**src/rtl/mem_ctrl.sv**
```systemverilog
// ---------------------------------------------------------------------------
// mem_ctrl
//
// Multi-channel front end for a byte-wide external memory. Each of NCH
// requesters posts a 1/2/4-byte load or store. One request is accepted at a
// time and serialised onto the byte bus. Read addresses are issued
// back-to-back ahead of the 2-cycle memory read latency, and returning bytes
// are captured as they arrive.
//
// Parameters
//   NCH      number of request channels (channel 0 = highest fixed priority)
//   RR_MODE  0 = fixed priority, 1 = round-robin
//
// Ports
//   clk, rst     clock, asynchronous active-high reset
//   rdy          bus enable; when low nothing new is presented on the bus
//   req/we       per-channel request level and write flag
//   addr/wdata   per-channel byte address and little-endian write data (32b each)
//   size         per-channel size code: 0 -> 1B, 1 -> 2B, 3 -> 4B, 2 -> 1B
//   done         one-hot, one-cycle completion pulse
//   rdata        zero-extended read result, valid while done is high
//   busy         controller is not idle
//   mem_din      memory read data
//   mem_dout     memory write data
//   mem_a/mem_wr memory address and write strobe
// ---------------------------------------------------------------------------
module mem_ctrl #(
  parameter int NCH     = 3,
  parameter bit RR_MODE = 1'b0
) (
  input  logic              clk,
  input  logic              rst,
  input  logic              rdy,
  input  logic [NCH-1:0]    req,
  input  logic [NCH-1:0]    we,
  input  logic [32*NCH-1:0] addr,
  input  logic [2*NCH-1:0]  size,
  input  logic [32*NCH-1:0] wdata,
  output logic [NCH-1:0]    done,
  output logic [31:0]       rdata,
  output logic              busy,
  input  logic [7:0]        mem_din,
  output logic [7:0]        mem_dout,
  output logic [31:0]       mem_a,
  output logic              mem_wr
);

  localparam int CW = (NCH > 1) ? $clog2(NCH) : 1;

  typedef enum logic [1:0] {IDLE, RD, WR, DONE} state_t;

  state_t          state_q, state_d;
  logic [CW-1:0]   ch_q;        // channel being served
  logic [CW-1:0]   last_q;      // last-served channel (round-robin pointer)
  logic [CW-1:0]   pick;
  logic            pick_vld;
  logic [31:0]     addr_q;
  logic [31:0]     wdata_q;
  logic [2:0]      n_q;         // byte count 1/2/4
  logic [2:0]      i_q;         // bytes issued on the bus
  logic [2:0]      j_q;         // read bytes captured
  logic            pend_q;      // a read byte was issued last cycle
  logic            issue;

  function automatic logic [2:0] n_bytes(input logic [1:0] s);
    case (s)
      2'd1:    return 3'd2;
      2'd3:    return 3'd4;
      default: return 3'd1;
    endcase
  endfunction

  // Arbiter. In round-robin mode the scan starts just after the last-served
  // channel; iterating the offset downwards lets the nearest requester win.
  // NOTE: every signal written in a combinational block gets a default first,
  // otherwise a path that skips the assignment infers a latch.
  always_comb begin
    pick     = '0;
    pick_vld = 1'b0;
    if (RR_MODE) begin
      for (int k = NCH; k >= 1; k--) begin
        if (req[(int'(last_q) + k) % NCH]) begin
          pick     = CW'((int'(last_q) + k) % NCH);
          pick_vld = 1'b1;
        end
      end
    end else begin
      for (int c = NCH - 1; c >= 0; c--) begin
        if (req[c]) begin
          pick     = CW'(c);
          pick_vld = 1'b1;
        end
      end
    end
  end

  // A byte goes out on the bus only in an rdy-high cycle; reads stop issuing
  // once all n addresses are out but stay in RD until the data is back.
  assign issue = rdy && ((state_q == WR) || (state_q == RD && i_q < n_q));

  always_comb begin
    state_d = state_q;
    case (state_q)
      IDLE: if (rdy && pick_vld) state_d = we[pick] ? WR : RD;
      WR:   if (issue && (i_q + 3'd1 == n_q)) state_d = DONE;
      // Completion follows the returning data, so it does not wait for rdy.
      RD:   if (pend_q && (j_q + 3'd1 == n_q)) state_d = DONE;
      DONE: state_d = IDLE;
      default: state_d = IDLE;
    endcase
  end

  // NOTE: sequential state uses non-blocking assignments so every register
  // sees the pre-edge value of every other register.
  always_ff @(posedge clk or posedge rst) begin
    if (rst) begin
      state_q <= IDLE;
      ch_q    <= '0;
      last_q  <= CW'(NCH - 1);
      addr_q  <= '0;
      wdata_q <= '0;
      n_q     <= '0;
      i_q     <= '0;
      j_q     <= '0;
      pend_q  <= 1'b0;
      rdata   <= '0;
    end else begin
      state_q <= state_d;
      // Memory keeps returning data while rdy is low, so pend always tracks.
      pend_q  <= issue && (state_q == RD);
      if (state_q == IDLE && rdy && pick_vld) begin
        ch_q    <= pick;
        last_q  <= pick;
        addr_q  <= addr[32*pick +: 32];
        wdata_q <= wdata[32*pick +: 32];
        n_q     <= n_bytes(size[2*pick +: 2]);
        i_q     <= '0;
        j_q     <= '0;
        rdata   <= '0;            // unused upper bytes read back as zero
      end else begin
        if (issue) i_q <= i_q + 3'd1;
        if (state_q == RD && pend_q) begin
          rdata[{j_q[1:0], 3'b000} +: 8] <= mem_din;
          j_q <= j_q + 3'd1;
        end
      end
    end
  end

  // Bus outputs are gated by rdy, so a paused cycle never repeats a write
  // or re-reads an I/O location.
  assign mem_a    = issue ? (addr_q + {29'd0, i_q}) : '0;
  assign mem_wr   = issue && (state_q == WR);
  assign mem_dout = (state_q == WR) ? wdata_q[{i_q[1:0], 3'b000} +: 8] : '0;
  assign busy     = (state_q != IDLE);

  always_comb begin
    done = '0;
    if (state_q == DONE) done[ch_q] = 1'b1;
  end

endmodule

```
**config.mk**
```make
export PLATFORM = sky130hd
export DESIGN_NAME = mem_ctrl
export DESIGN_NICKNAME = d
export VERILOG_FILES = /design/src/rtl/mem_ctrl.sv
export SDC_FILE = /design/constraint.sdc
export NUM_CORES = 1
export LEC_CHECK = 0
export BUFFER_PORTS_ARGS = -buffer_cell sky130_fd_sc_hd__buf_4
export CAP_MARGIN = 30
export CORE_MARGIN = 10
export CORE_UTILIZATION = 33
export DETAILED_ROUTE_END_ITERATION = 8
export PLACE_DENSITY = 0.63
export SYNTH_ARGS = -nofsm -noshare
export SYNTH_HDL_FRONTEND = slang
export SYNTH_SLANG_ARGS = --single-unit
```
**constraint.sdc**
```tcl
create_clock -name clk -period 3.6 [get_ports clk]
set_input_delay 0.36 -clock clk [delete_from_list [all_inputs] [get_ports clk]]
set_output_delay 0.36 -clock clk [all_outputs]
set_load 0.01 [all_outputs]
```
==> results of run 1 <==
-- area by class of cell --
| type | count | area, um^2 | share of cell area, % |
|---|---|---|---|
| inverter | 13 | 51.3 | 0.540 |
| tap | 270 | 338 | 3.56 |
| sequential | 110 | 2750 | 29.0 |
| clock inverter | 7 | 56.3 | 0.593 |
| multi-input combinational | 660 | 3770 | 39.8 |
| clock buffer | 9 | 225 | 2.37 |
| timing repair buffer | 301 | 2300 | 24.2 |
-- synth_stat cells, types with 2 or more instances --
master / number / area [um^2]
a21oi_1: 137 / 686
a22o_1: 25 / 219
a22oi_1: 8 / 60.1
and2_1: 12 / 75.1
and3_1: 5 / 31.3
and4_1: 2 / 17.5
buf_2: 16 / 80.1
clkbuf_1: 34 / 128
dfrtp_1: 110 / 2750
ha_1: 17 / 213
inv_1: 13 / 48.8
mux2i_1: 3 / 30.0
mux4_2: 8 / 180
nand2_1: 212 / 796
nand2b_1: 3 / 18.8
nand3_1: 10 / 50.1
nand3b_1: 2 / 15.0
nand4_1: 17 / 106
nor2_1: 55 / 206
nor2b_1: 7 / 43.8
nor4_4: 2 / 42.5
nor4b_4: 2 / 47.6
o21ai_0: 75 / 375
or3_1: 2 / 12.5
xnor2_1: 11 / 96.3
xor2_1: 28 / 245
-- worst max-delay path: cells and delay by family, from the launching register on --
family	cells	cell delay (ps)
DFF	1	780
adders and majority gates	1	340
and+or+nand+nor	3	840
xor gates and xnor gates	1	180
buffers and inverters	1	190
AOI/OAI and AO/OA	1	140
-- sequential cells by signal (all words and copies together) (netlist names) --
register,cells
n_q,3
i_q,3
addr_q,32
pend_q,1
j_q,3
state_q,2
ch_q,2
rdata,32
wdata_q,32
-- kinds of logic after synthesis --
kind of cell | after synthesis | synth area share (%)
AO/OA/AOI/OAI | 250 | 20.6
buffers and inverters | 67 | 4.18
multiplexers | 12 | 3.26
flip-flops | 110 | 40.5
adder cells (fa/ha/maj) | 18 | 3.43
AND/OR/NAND/NOR | 341 | 22.9
XOR/XNOR | 39 | 5.03
-- layer usage --
layer  up-vias  track usage [%]
met5         -                0
met4         0             5.53
li1       3380                -
met2       215             29.8
met3        24             4.58
met1      3180             22.2
-- worst paths after layout --
path	from	end	slack, ps	cells after the start
min in group clk	mem_din[6]	rdata[14]$_DFFE_PP0P_	260	2
hold reg to reg	wdata_q[18]$_DFFE_PP0P_	wdata_q[18]$_DFFE_PP0P_	480	2
max in group asynchronous	rst	addr_q[14]$_DFFE_PP0P_	2660	3
setup reg to reg	i_q[1]$_DFFE_PP0P_	i_q[1]$_DFFE_PP0P_	1060	6
setup / recovery	i_q[1]$_DFFE_PP0P_	mem_a[26]	400	7
hold / removal	rst	wdata_q[24]$_DFFE_PP0P_	200	2
-- where the power goes --
part | internal [uW] | switching (uW)
sequential | 1650 | 425
clock | 478 | 490
combinational | 1070 | 1150
total | 3190 | 2060
-- through the flow --
stage	hold slack (ps)	cell area, um^2	setup slack, ps	power, uW	std cells
floorplan	445	6790	338	3380	837
global placement	458	9210	925	4280	1354
finish	203	9500	404	5250	1370
global route	248	9500	205	5680	1370
detailed placement	465	9210	806	4330	1354
CTS	226	9500	412	5310	1370
-- cells in the final DEF, fill, tap and decap left out, types with 9 or more instances in the layout --
master / n
buf_4: 298
nand2_1: 212
a21oi_1: 137
dfrtp_1: 110
o21ai_0: 74
nor2_1: 55
xor2_1: 28
a22o_1: 25
nand4_1: 17
ha_1: 17
inv_1: 12
and2_1: 11
xnor2_1: 11
nand3_1: 10
clkbuf_16: 9
==> impl_metrics.ini, run 1 <==
[yosys]
synth_nets = 1070
async_flop_share_pct = 100
synthCells = 837
synth.avg_cell_area_um2 = 8.11
ys_types = 47
yosysSeqAreaShare_pct = 40.5
yosys_register_bits = 110
synth_edf_count = 0
syn-cell-area_mm2 = 0.00679
yosysWarnings = 0
synthFlopType = dfrtp_1

[min_path]
hold_path_class = in -> async

[finish]
diodes = 0
fillers = 2079
utilization_pct = 46.9
drive_above_1_share_pct = 31.3
final_nets = 1328
area_delta_synth_final_pct = 39.9

[power]
powerDensity_mw_per_mm2 = 553
p_leak_uw = 0.00459
ir_worst_vdd_v = 0.000242

[floorplanning]
die_h_um = 163
die-area_mm2 = 0.0267
core-area_mm2 = 0.0202
ioPinCount = 292
rows = 52
initial_core_util_pct = 33.6
die_w_um = 163

[place]
io_buffers = 291
gp_congestion = 0.831
dp_hpwl_mm = 19.4

[worst_setup_path]
end_kind = primary output
cp.required_ps = 3240
critPathMaxFanout = 13
arrival_ps = 2840
start_kind = flip-flop
critical_path_class = reg -> out
worstPathCellList = fa_1 -> a21oi_1 -> nor4_4 -> nand4_1 -> xor2_1 -> nor2_1 -> buf_4
critPathMaxStageDelay_ps = 780
crit_slowest_cell = dfrtp_1

[detailed_routing]
drt-initial-drc-count = 420
routed_wl_mm = 24.5
drc = 0
viasPerCell = 4.96
highest_layer = met4
wl_met1_mm = 10.4
firstDrtPassIters = 5
vias = 6799
wl_met3_mm = 1.81
drt-wirelength-per-cell_um = 17.9
ant_nets = 0
route.met2.wl_mm = 11.9

[sta]
fin_tns_setup_ps = 0
maxSlewHeadroom_pct = 36.5
fin_skew_ps = 14.2
fmax_mhz = 313
finalCriticalPeriod_ps = 3200
finalSetupViolations = 0
tightestPinTransition_ps = 950
final.period_utilization_pct = 88.8
hold_violations = 0
rsz0062_at_grt = false
drv_slew = 0

[clocking]
cts.clk_slew.worst_paths_ps = 80
post_cts_buffers = 0
clkLatencyLatePin_ps = 360
cts_tree = done
ctsResizeCount = 0
h-tree-depth = 3
cts_made_buffers = 9
clockRootBuffer = clkbuf_16
hold_buffers = 0
cts_buffer_depth = 2
clock_sinks = 110

[grt]
grt_pass1_wl_mm = 38.2
grt.total_usage_pct = 17.9
grt_max_degree = 118
grt_pass1_vias = 7002
grt_overflow_total = 0
grt_antenna_before_repair = 0

[job]
maxCapViolations = 0

[outcome]
status = completed
Note: power is estimated with default switching activity, not from simulation.
==> run 2: changes to the inputs <==
--- a/config.mk
+++ b/config.mk
@@ -5,11 +5,12 @@
 export SDC_FILE = /design/constraint.sdc
 export NUM_CORES = 1
 export LEC_CHECK = 0
-export BUFFER_PORTS_ARGS = -buffer_cell sky130_fd_sc_hd__buf_4
+export BUFFER_PORTS_ARGS = -buffer_cell sky130_fd_sc_hd__buf_2
 export CAP_MARGIN = 30
 export CORE_MARGIN = 10
 export CORE_UTILIZATION = 33
 export DETAILED_ROUTE_END_ITERATION = 8
+export GPL_TIMING_DRIVEN = 0
 export PLACE_DENSITY = 0.63
 export SYNTH_ARGS = -nofsm -noshare
 export SYNTH_HDL_FRONTEND = slang
==> impl_metrics.ini, run 2 (synthesis results as in run 1) <==
[floorplanning]
die_h_um = 163
core-area_mm2 = 0.0202
initial_core_util_pct = 33.6
ioPinCount = 292
rows = 52
die-area_mm2 = 0.0267
die_w_um = 163

[power]
powerDensity_mw_per_mm2 = 576
p_leak_uw = 0.00447
ir_worst_vdd_v = 0.000276

[sta]
tightestPinTransition_ps = 862
fin_skew_ps = 12.6
fin_hold_ws_ps = 112
hold_violations = 0
finalSetupViolations = 0
rsz0062_at_grt = false
final.period_utilization_pct = 88.6
fmax_mhz = 314
finalCriticalPeriod_ps = 3190
drv_slew = 0
maxSlewHeadroom_pct = 42.5
fin_tns_setup_ps = 0

[min_path]
hold_path_class = in -> async

[worst_setup_path]
critical_path_class = reg -> out
cp.required_ps = 3240
crit_top_cell = buf_2
critPathMaxStageDelay_ps = 520
arrival_ps = 2830
crit_slowest_cell = a21oi_2
start_kind = flip-flop
end_kind = primary output
critPathMaxFanout = 10
worstPathCellList = buf_2 -> inv_1 -> ha_1 -> nor2b_1 -> o21ai_0 -> a21oi_2 -> clkbuf_1 -> nor2_1 -> buf_2

[detailed_routing]
firstDrtPassIters = 5
vias = 7015
drc = 0
drt-wirelength-per-cell_um = 18.5
viasPerCell = 4.95
drt-initial-drc-count = 453
ant_nets = 0
routed_wl_mm = 26.2

[clocking]
cts_made_buffers = 9
ctsResizeCount = 0
cts_buffer_depth = 2
clock_sinks = 110
h-tree-depth = 3
hold_buffers = 0
cts_tree = done
post_cts_buffers = 0
clockRootBuffer = clkbuf_16
clkLatencyLatePin_ps = 360
cts.clk_slew.worst_paths_ps = 70

[grt]
grt.total_usage_pct = 19.0
grt_pass1_vias = 7100
grt_use_met1_pct = 23.5
grt_pass1_wl_mm = 39.8
met3_usage_pct = 4.58
grt_antenna_before_repair = 1
met2_usage_pct = 32.2
busiest_layer = met2
grt_overflow_total = 0
grt_max_degree = 58

[place]
place_inst = 1399
dp_hpwl_mm = 20.9
io_buffers = 291
gp_congestion = 0.911

[job]
maxCapViolations = 0

[finish]
area_delta_synth_final_pct = 31.0
top_regs = addr_q (32), rdata (32), wdata_q (32)
layout_common_cells = 307 x buf_2, 212 x nand2_1, 137 x a21oi_1, 110 x dfrtp_1, 75 x o21ai_0
utilization_pct = 43.9
fillers = 2093
final_nets = 1373
drive_above_1_share_pct = 30.5
mostFrequentLayoutCell = buf_2
fin_cells = 1416

[outcome]
status = completed
-- run 2: cell types whose count changed in the layout (fill, tap and decap cells not counted), sizes merged --
cell      change
clkinvlp      -1
inv           -1
buf          +10
clkbuf       +37
diode         +1
-- run 2: stage by stage --
step	worst slack, ps	cell area [um^2]	power (uW)
after CTS	353	8890	5180
after floorplan	338	6790	3380
after global routing	99.6	8890	5530
after global placement	-1030	8580	4150
after detailed placement	750	8610	4210
final	411	8890	5120
-- run 2: area by class of cell --
class                   instances  area, um^2  share of cell area, %
well taps                     270         338                   3.80
clock buffers                  11         243                   2.73
diodes                          1        2.50                 0.0281
multi-input cells             660        3750                   42.2
repair buffers                292        1480                   16.7
clock inverters                 5        33.8                  0.380
flip-flops and latches        110        2750                   31.0
plain buffers                  54         235                   2.65
inverters                      13        51.3                  0.577
-- run 2: critical path, delay by kind of cell (launching register included) --
family / cells / cell delay (ps)
buf+inv: 4 / 1050
compound gates: 2 / 610
flops: 1 / 390
simple gates: 2 / 220
fa+ha+maj: 1 / 200
-- run 2: power by group --
group	internal [uW]	total, uW	switching (uW)	leakage (uW)
sequential	1650	2040	395	0.00144
clock	490	958	469	0.000132
combinational	923	2120	1200	0.00291
total	3060	5120	2060	0.00447
-- run 2: routing by layer --
metal / vias to the layer above / part of all wire [%]
met5: - / 0
met4: 0 / 1.2
met3: 15 / 7.2
met2: 223 / 49
met1: 3298 / 43
li1: 3479 / -
-- run 2: worst paths after layout --
path	start	end	slack, ps	cells past startpoint
max	i_q[0]$_DFFE_PP0P_	mem_a[22]	410	9
max reg2reg	j_q[0]$_DFFE_PP0P_	rdata[22]$_DFFE_PP0P_	1190	7
min	rst	wdata_q[21]$_DFFE_PP0P_	110	2
max in group asynchronous	rst	addr_q[9]$_DFFE_PP0P_	2760	3
min reg2reg	wdata_q[17]$_DFFE_PP0P_	wdata_q[17]$_DFFE_PP0P_	480	2
min in group clk	mem_din[4]	rdata[12]$_DFFE_PP0P_	280	2
